==> src/rtl/ir_packet_sequencer.sv <==
// ir_packet_sequencer: turns the latched 4-bit IR command into one modulated
// packet per accepted SEND. The packet is a start burst, a car-select burst and
// four direction bursts. Every burst is followed by a silent gap. IR_LED carries
// the carrier, gated by whether the current state is a burst state.
module ir_packet_sequencer #(
  parameter int CARRIER_HALF   = 1389,
  parameter int START_BURST    = 88,
  parameter int CAR_BURST      = 22,
  parameter int GAP_LEN        = 40,
  parameter int ASSERT_BURST   = 44,
  parameter int DEASSERT_BURST = 22
) (
  input  logic       CLK,
  input  logic       RESET_N,
  input  logic       SEND,
  input  logic [3:0] COMMAND,
  output logic       BUSY,
  output logic       IR_LED
);

  // Carrier phase spans one full carrier period: 0 .. 2*CARRIER_HALF-1.
  localparam int PHASE_MAX = 2 * CARRIER_HALF;
  localparam int PHASE_W   = (PHASE_MAX > 1) ? $clog2(PHASE_MAX) : 1;

  // The period counter only has to reach (longest segment - 1).
  localparam int MAX_SC  = (START_BURST > CAR_BURST) ? START_BURST : CAR_BURST;
  localparam int MAX_AD  = (ASSERT_BURST > DEASSERT_BURST) ? ASSERT_BURST : DEASSERT_BURST;
  localparam int MAX_SCA = (MAX_SC > MAX_AD) ? MAX_SC : MAX_AD;
  localparam int MAX_LEN = (MAX_SCA > GAP_LEN) ? MAX_SCA : GAP_LEN;
  localparam int PER_W   = (MAX_LEN > 1) ? $clog2(MAX_LEN) : 1;

  localparam logic [PHASE_W-1:0] PHASE_LAST = PHASE_W'(PHASE_MAX - 1);
  localparam logic [PHASE_W-1:0] PHASE_HIGH = PHASE_W'(CARRIER_HALF);

  localparam logic [PER_W-1:0] START_M1    = PER_W'(START_BURST - 1);
  localparam logic [PER_W-1:0] CAR_M1      = PER_W'(CAR_BURST - 1);
  localparam logic [PER_W-1:0] GAP_M1      = PER_W'(GAP_LEN - 1);
  localparam logic [PER_W-1:0] ASSERT_M1   = PER_W'(ASSERT_BURST - 1);
  localparam logic [PER_W-1:0] DEASSERT_M1 = PER_W'(DEASSERT_BURST - 1);

  typedef enum logic [3:0] {
    S_IDLE, S_START, S_G0, S_CAR, S_G1, S_RIGHT, S_G2,
    S_LEFT, S_G3, S_BACK, S_G4, S_FWD, S_G5
  } state_t;

  state_t               state_reg, state_next;
  logic [PHASE_W-1:0]   phase_reg, phase_next;
  logic [PER_W-1:0]     period_reg, period_next;
  logic [3:0]           cmd_reg, cmd_next;
  logic                 ir_led_reg, ir_led_next;

  logic [PER_W-1:0]     dir_len_m1 [4];
  logic [PER_W-1:0]     len_m1;
  logic                 is_burst;
  logic                 carrier_high;
  logic                 phase_wrap;
  state_t               state_succ;

  // Direction burst length per latched command bit (right, left, back, fwd).
  generate
    for (genvar gi = 0; gi < 4; gi++) begin : g_dir_len
      assign dir_len_m1[gi] = cmd_reg[gi] ? ASSERT_M1 : DEASSERT_M1;
    end
  endgenerate

  // Decode the current state's length, burst flag and successor state.
  always_comb begin
    len_m1     = GAP_M1;
    is_burst   = 1'b0;
    state_succ = S_IDLE;
    case (state_reg)
      S_START: begin len_m1 = START_M1;      is_burst = 1'b1; state_succ = S_G0;    end
      S_G0:    begin                                          state_succ = S_CAR;   end
      S_CAR:   begin len_m1 = CAR_M1;        is_burst = 1'b1; state_succ = S_G1;    end
      S_G1:    begin                                          state_succ = S_RIGHT; end
      S_RIGHT: begin len_m1 = dir_len_m1[0]; is_burst = 1'b1; state_succ = S_G2;    end
      S_G2:    begin                                          state_succ = S_LEFT;  end
      S_LEFT:  begin len_m1 = dir_len_m1[1]; is_burst = 1'b1; state_succ = S_G3;    end
      S_G3:    begin                                          state_succ = S_BACK;  end
      S_BACK:  begin len_m1 = dir_len_m1[2]; is_burst = 1'b1; state_succ = S_G4;    end
      S_G4:    begin                                          state_succ = S_FWD;   end
      S_FWD:   begin len_m1 = dir_len_m1[3]; is_burst = 1'b1; state_succ = S_G5;    end
      default: begin                                          state_succ = S_IDLE;  end
    endcase
  end

  assign carrier_high = (phase_reg < PHASE_HIGH);
  assign phase_wrap   = (phase_reg == PHASE_LAST);

  // Next-state logic: accept SEND only in IDLE. Otherwise run the carrier and
  // advance on the carrier wrap that closes the state's last period.
  always_comb begin
    state_next  = state_reg;
    phase_next  = phase_reg;
    period_next = period_reg;
    cmd_next    = cmd_reg;
    ir_led_next = 1'b0;
    if (state_reg == S_IDLE) begin
      if (SEND) begin
        state_next  = S_START;
        cmd_next    = COMMAND;
        phase_next  = '0;
        period_next = '0;
      end
    end else begin
      ir_led_next = is_burst & carrier_high;
      phase_next  = phase_wrap ? '0 : phase_reg + 1'b1;
      if (phase_wrap) begin
        if (period_reg == len_m1) begin
          period_next = '0;
          state_next  = state_succ;
        end else begin
          period_next = period_reg + 1'b1;
        end
      end
    end
  end

  // State, counters, latched command and the registered LED output.
  always_ff @(posedge CLK or negedge RESET_N) begin
    if (!RESET_N) begin
      state_reg  <= S_IDLE;
      phase_reg  <= '0;
      period_reg <= '0;
      cmd_reg    <= '0;
      ir_led_reg <= 1'b0;
    end else begin
      state_reg  <= state_next;
      phase_reg  <= phase_next;
      period_reg <= period_next;
      cmd_reg    <= cmd_next;
      ir_led_reg <= ir_led_next;
    end
  end

  assign BUSY   = (state_reg != S_IDLE);
  assign IR_LED = ir_led_reg;

endmodule

==> config.mk <==
export PLATFORM = sky130hd
export DESIGN_NAME = ir_packet_sequencer
export DESIGN_NICKNAME = d
export VERILOG_FILES = /design/src/rtl/ir_packet_sequencer.sv
export SDC_FILE = /design/constraint.sdc
export NUM_CORES = 1
export LEC_CHECK = 0
export BUFFER_PORTS_ARGS = -buffer_cell sky130_fd_sc_hd__buf_4
export CAP_MARGIN = 20
export CELL_PAD_IN_SITES_DETAIL_PLACEMENT = 1
export CELL_PAD_IN_SITES_GLOBAL_PLACEMENT = 1
export CORE_UTILIZATION = 34
export CTS_CLUSTER_DIAMETER = 50
export DETAILED_ROUTE_END_ITERATION = 8
export HOLD_SLACK_MARGIN = 0.02
export PLACE_DENSITY = 0.6
export SLEW_MARGIN = 20
export SYNTH_ARGS = -nofsm -noshare
export SYNTH_HDL_FRONTEND = slang
export SYNTH_SLANG_ARGS = --single-unit
==> constraint.sdc <==
create_clock -name CLK -period 4.6 [get_ports CLK]
set_input_delay 0.46 -clock CLK [delete_from_list [all_inputs] [get_ports CLK]]
set_output_delay 0.46 -clock CLK [all_outputs]
set_load 0.01 [all_outputs]
==> run summary <==
The flow ran to the end, and the final reports show no timing, DRC or antenna violations. The detail route stage leaves a number of antenna-violating nets equal to 0. The placement-stage cell area came out at 1810 um2.

The via count of the routed design is 1402. The fraction of final layout cells with drive strength greater than 1 came out at 14.3%. The class of the most critical hold timing path is input port to asynchronous set/reset pin.

STA classifies the critical path startpoint as a flip-flop. The number of cells upsized or downsized after cts came out at 0. The end-of-flow core utilization came out at 38.6%.

The number of nets produced by synthesis came out at 199. The count of input and output buffers is 8. The chip height is 73.3 um. The shortest clock period the worst path allows after layout is 2540 ps. The depth of the CTS H-tree is 1. The slack of the worst reg-to-reg path came out at 2060 ps. After detailed placement, the design holds a cell count of 252. The power density over cell area is 221 nW/um2.

Setup repair after global routing left no endpoint under its margin. The number of global-route vias before repair came out at 1489. The busiest layer in global routing is met2.

The iteration-0 DRC count of the detailed router came out at 80. The average wire per standard cell is 16.0 um. The data required time of the worst path is 4770 ps.

The portion of the post-synthesis area used by sequential elements came out at 40.5%. The number of hold buffers added after CTS is 0. The final number of hold-violating endpoints is 0.

The commonest register cell after synthesis is sky130_fd_sc_hd__dfrtp_1. The number of library cell types mapped by synthesis is 49. The register with the most flip-flops in the layout has 12 of them. The initial core utilization is 35.9%. The critical path is of the flip-flop to flip-flop type. The net total in the final layout is 201.

The depth of the critical timing path with buffers and inverters included is 6. The core region is 4820 um2. Setup violations remaining at the end of the flow were counted as 0. The largest single stage delay on the critical path is 640 ps. From left edge to right edge, the die measures 73.3 um. The worst register-to-register path has a depth of 6. In this run, synthesis produced a sequential element count of 28.

The fraction of registers with async set or reset after synthesis came out at 100%. The DRC violation count after routing came out at 0. The tree is rooted in a sky130_fd_sc_hd__clkbuf_8. The first detailed-routing pass took 4 iterations. The post-layout instance count excluding filler cells came out at 256. TritonCTS built the clock tree. The cell leakage power is 0.000764 uW. Across the VDD grid, the largest voltage drop is 128 uV. After clock tree synthesis, the clock-pin slew on the worst setup and hold paths is 100 ps. The largest net degree at the start of global routing is 29. For the worst-skew pair, the clock arrives at the later sink with an insertion delay of 280 ps. The total power is 412 uW. Across the run, the number of max-cap violations was 0. The cell type of the slowest stage on the worst timing path is sky130_fd_sc_hd__dfrtp_1.

The post-synthesis average cell area came out at 9.20 um2. The finished cells cover 1860 um2. The cell count after synthesis came out at 188. The met2 track demand over resource in global routing is 31.0%. The sum of routed wire length over all layers is 4090 um. The clock net in this run drives a total of 28 sinks. The capture instance of the worst register-to-register path is state_reg[0]. Adding up every negative setup slack in the final design gives 0 ps. The total I/O pin count is 9. The largest delay contributor family on the critical path is simple AND/OR/NAND/NOR gates. The signal on the critical path passes through nand2_1 > or3_1 > o21ai_1 > nand4_2 > mux2_2 > a211o_1. The endpoint type of the worst setup path is a flip-flop. The floorplan die area came out at 5380 um2. The area growth from synthesis to layout is 7.67%. The placer congestion estimate is 0.736. The first-pass GRT wire length is 7310 um.

For this run, the number of Yosys warnings is 0. The critical path startpoint is state_reg[0]. The via density per instance is 5.48. Leaving out fill and tap cells, the most frequent cell in the layout is sky130_fd_sc_hd__dfrtp_1. In this run the post-CTS setup repair buffer count came out at 0. The half-perimeter wire length after detailed placement came out at 2970 um.

The relative max-transition margin came out at 53.9%. The standard-cell row count is 25. The post-route clock period utilization is 55.2%. On the final layout, the worst clock skew is 6.29 ps. The fmax is 394 MHz. For the worst setup path, the data arrival time is 2710 ps. The met3 usage came out at 3.29%. The total global routing track utilization is 17.8%. The largest driver fanout on the critical path came out at 14. The fraction of met1 tracks used by global routing came out at 22.8%.

Leaving out fill and tap cells, the most frequent cells in the layout are 28 x sky130_fd_sc_hd__dfrtp_1, 23 x sky130_fd_sc_hd__nand2_1, 16 x sky130_fd_sc_hd__o21ai_0, 11 x sky130_fd_sc_hd__nor2_1, 10 x sky130_fd_sc_hd__nand3_1. The clock buffer count from CTS is 3. The count of inserted antenna diode cells is 0. The clock passes through at most 2 buffers. The number of slew-limit violations in the final report was 0. The initial antenna violation count came to 0. The startpoint of the most critical register-to-register path is state_reg[0]. At the pin with the least slew margin, the transition time is 689 ps. The combined buffer and inverter count along the critical path is 0. The cell area after synthesis is 1730 um2. For this run the aggregate overflow at the end of global routing stands at 0. The count of flip-flops with a built-in enable after synthesis is 0.
cells in the mapped netlist, types with 2 or more instances:
cell / instances / area (um2)
sky130_fd_sc_hd__a21oi_1: 4 / 20.0
sky130_fd_sc_hd__a41oi_1: 2 / 17.5
sky130_fd_sc_hd__and3_1: 5 / 31.3
sky130_fd_sc_hd__buf_2: 2 / 10.0
sky130_fd_sc_hd__buf_4: 2 / 15.0
sky130_fd_sc_hd__buf_6: 2 / 22.5
sky130_fd_sc_hd__clkbuf_1: 5 / 18.8
sky130_fd_sc_hd__dfrtp_1: 28 / 701
sky130_fd_sc_hd__ha_1: 4 / 50.1
sky130_fd_sc_hd__inv_1: 6 / 22.5
sky130_fd_sc_hd__mux2_2: 5 / 56.3
sky130_fd_sc_hd__mux2i_1: 3 / 30.0
sky130_fd_sc_hd__nand2_1: 23 / 86.3
sky130_fd_sc_hd__nand2b_1: 4 / 25.0
sky130_fd_sc_hd__nand3_1: 10 / 50.1
sky130_fd_sc_hd__nand3b_1: 3 / 22.5
sky130_fd_sc_hd__nand4_1: 2 / 12.5
sky130_fd_sc_hd__nand4b_1: 2 / 17.5
sky130_fd_sc_hd__nor2_1: 11 / 41.3
sky130_fd_sc_hd__nor3_1: 8 / 40.0
sky130_fd_sc_hd__nor3b_1: 2 / 15.0
sky130_fd_sc_hd__o211ai_1: 3 / 22.5
sky130_fd_sc_hd__o21ai_0: 16 / 80.1
sky130_fd_sc_hd__o31ai_1: 7 / 52.6
sky130_fd_sc_hd__or2_2: 2 / 12.5
sky130_fd_sc_hd__or4_1: 2 / 15.0
sky130_fd_sc_hd__xnor2_1: 2 / 17.5
sky130_fd_sc_hd__xor2_1: 2 / 17.5
layer usage:
layer  vias to the layer above  share of wire (%)
li1                        682                  -
met1                       706                 45
met2                        10                 52
met3                         4                1.8
met4                         0                1.2
met5                         -                  0
how the worst max path moves through the flow:
stage	end	slack, ps
after floorplan	state_reg[3]	2490
after global placement	state_reg[0]	2120
after detailed placement	state_reg[0]	2070
after CTS	state_reg[0]	2040
after global routing	state_reg[0]	1810
final	state_reg[0]	2060
kinds of logic (layout without fill, tap and decap cells):
kind of cell / after synthesis / count (layout) / share of synthesized area [%]
muxes: 9 / 9 / 5.64
and+or+nand+nor: 84 / 84 / 27.1
AOI/OAI and AO/OA: 42 / 42 / 16.6
adders and majority gates: 4 / 4 / 2.89
DFF: 28 / 28 / 40.5
xor gates and xnor gates: 4 / 4 / 2.03
buffers and inverters: 17 / 18 / 5.14
worst register-to-register path: cells and delay by family, from the launching register on:
kind,cells,cell delay [ps]
AOI/OAI and AO/OA,2,320
and+or+nand+nor,3,1070
muxes,1,400
DFF,1,640
cell type report:
cell class	count	area [um2]
fillers	597	2960
inverters	6	22.5
flip-flops and latches	28	701
clock buffers	4	55.1
well taps	67	83.8
multi-input cells	143	940
repair buffers	8	60.1
through the flow:
step / hold WS [ps] / worst slack (ps)
2_1_floorplan: 164 / 2490
6_report: 89.4 / 2060
5_1_grt: 106 / 1810
3_3_place_gp: 410 / 2120
4_1_cts: 105 / 2040
3_5_place_dp: 417 / 2070
report_power, final:
group | internal (uW) | total [uW] | switching, uW
Sequential | 246 | 246 | 0
Clock | 76.7 | 156 | 79.3
Combinational | 3.35 | 9.59 | 6.25
Note: power is estimated with default switching activity, not from simulation.
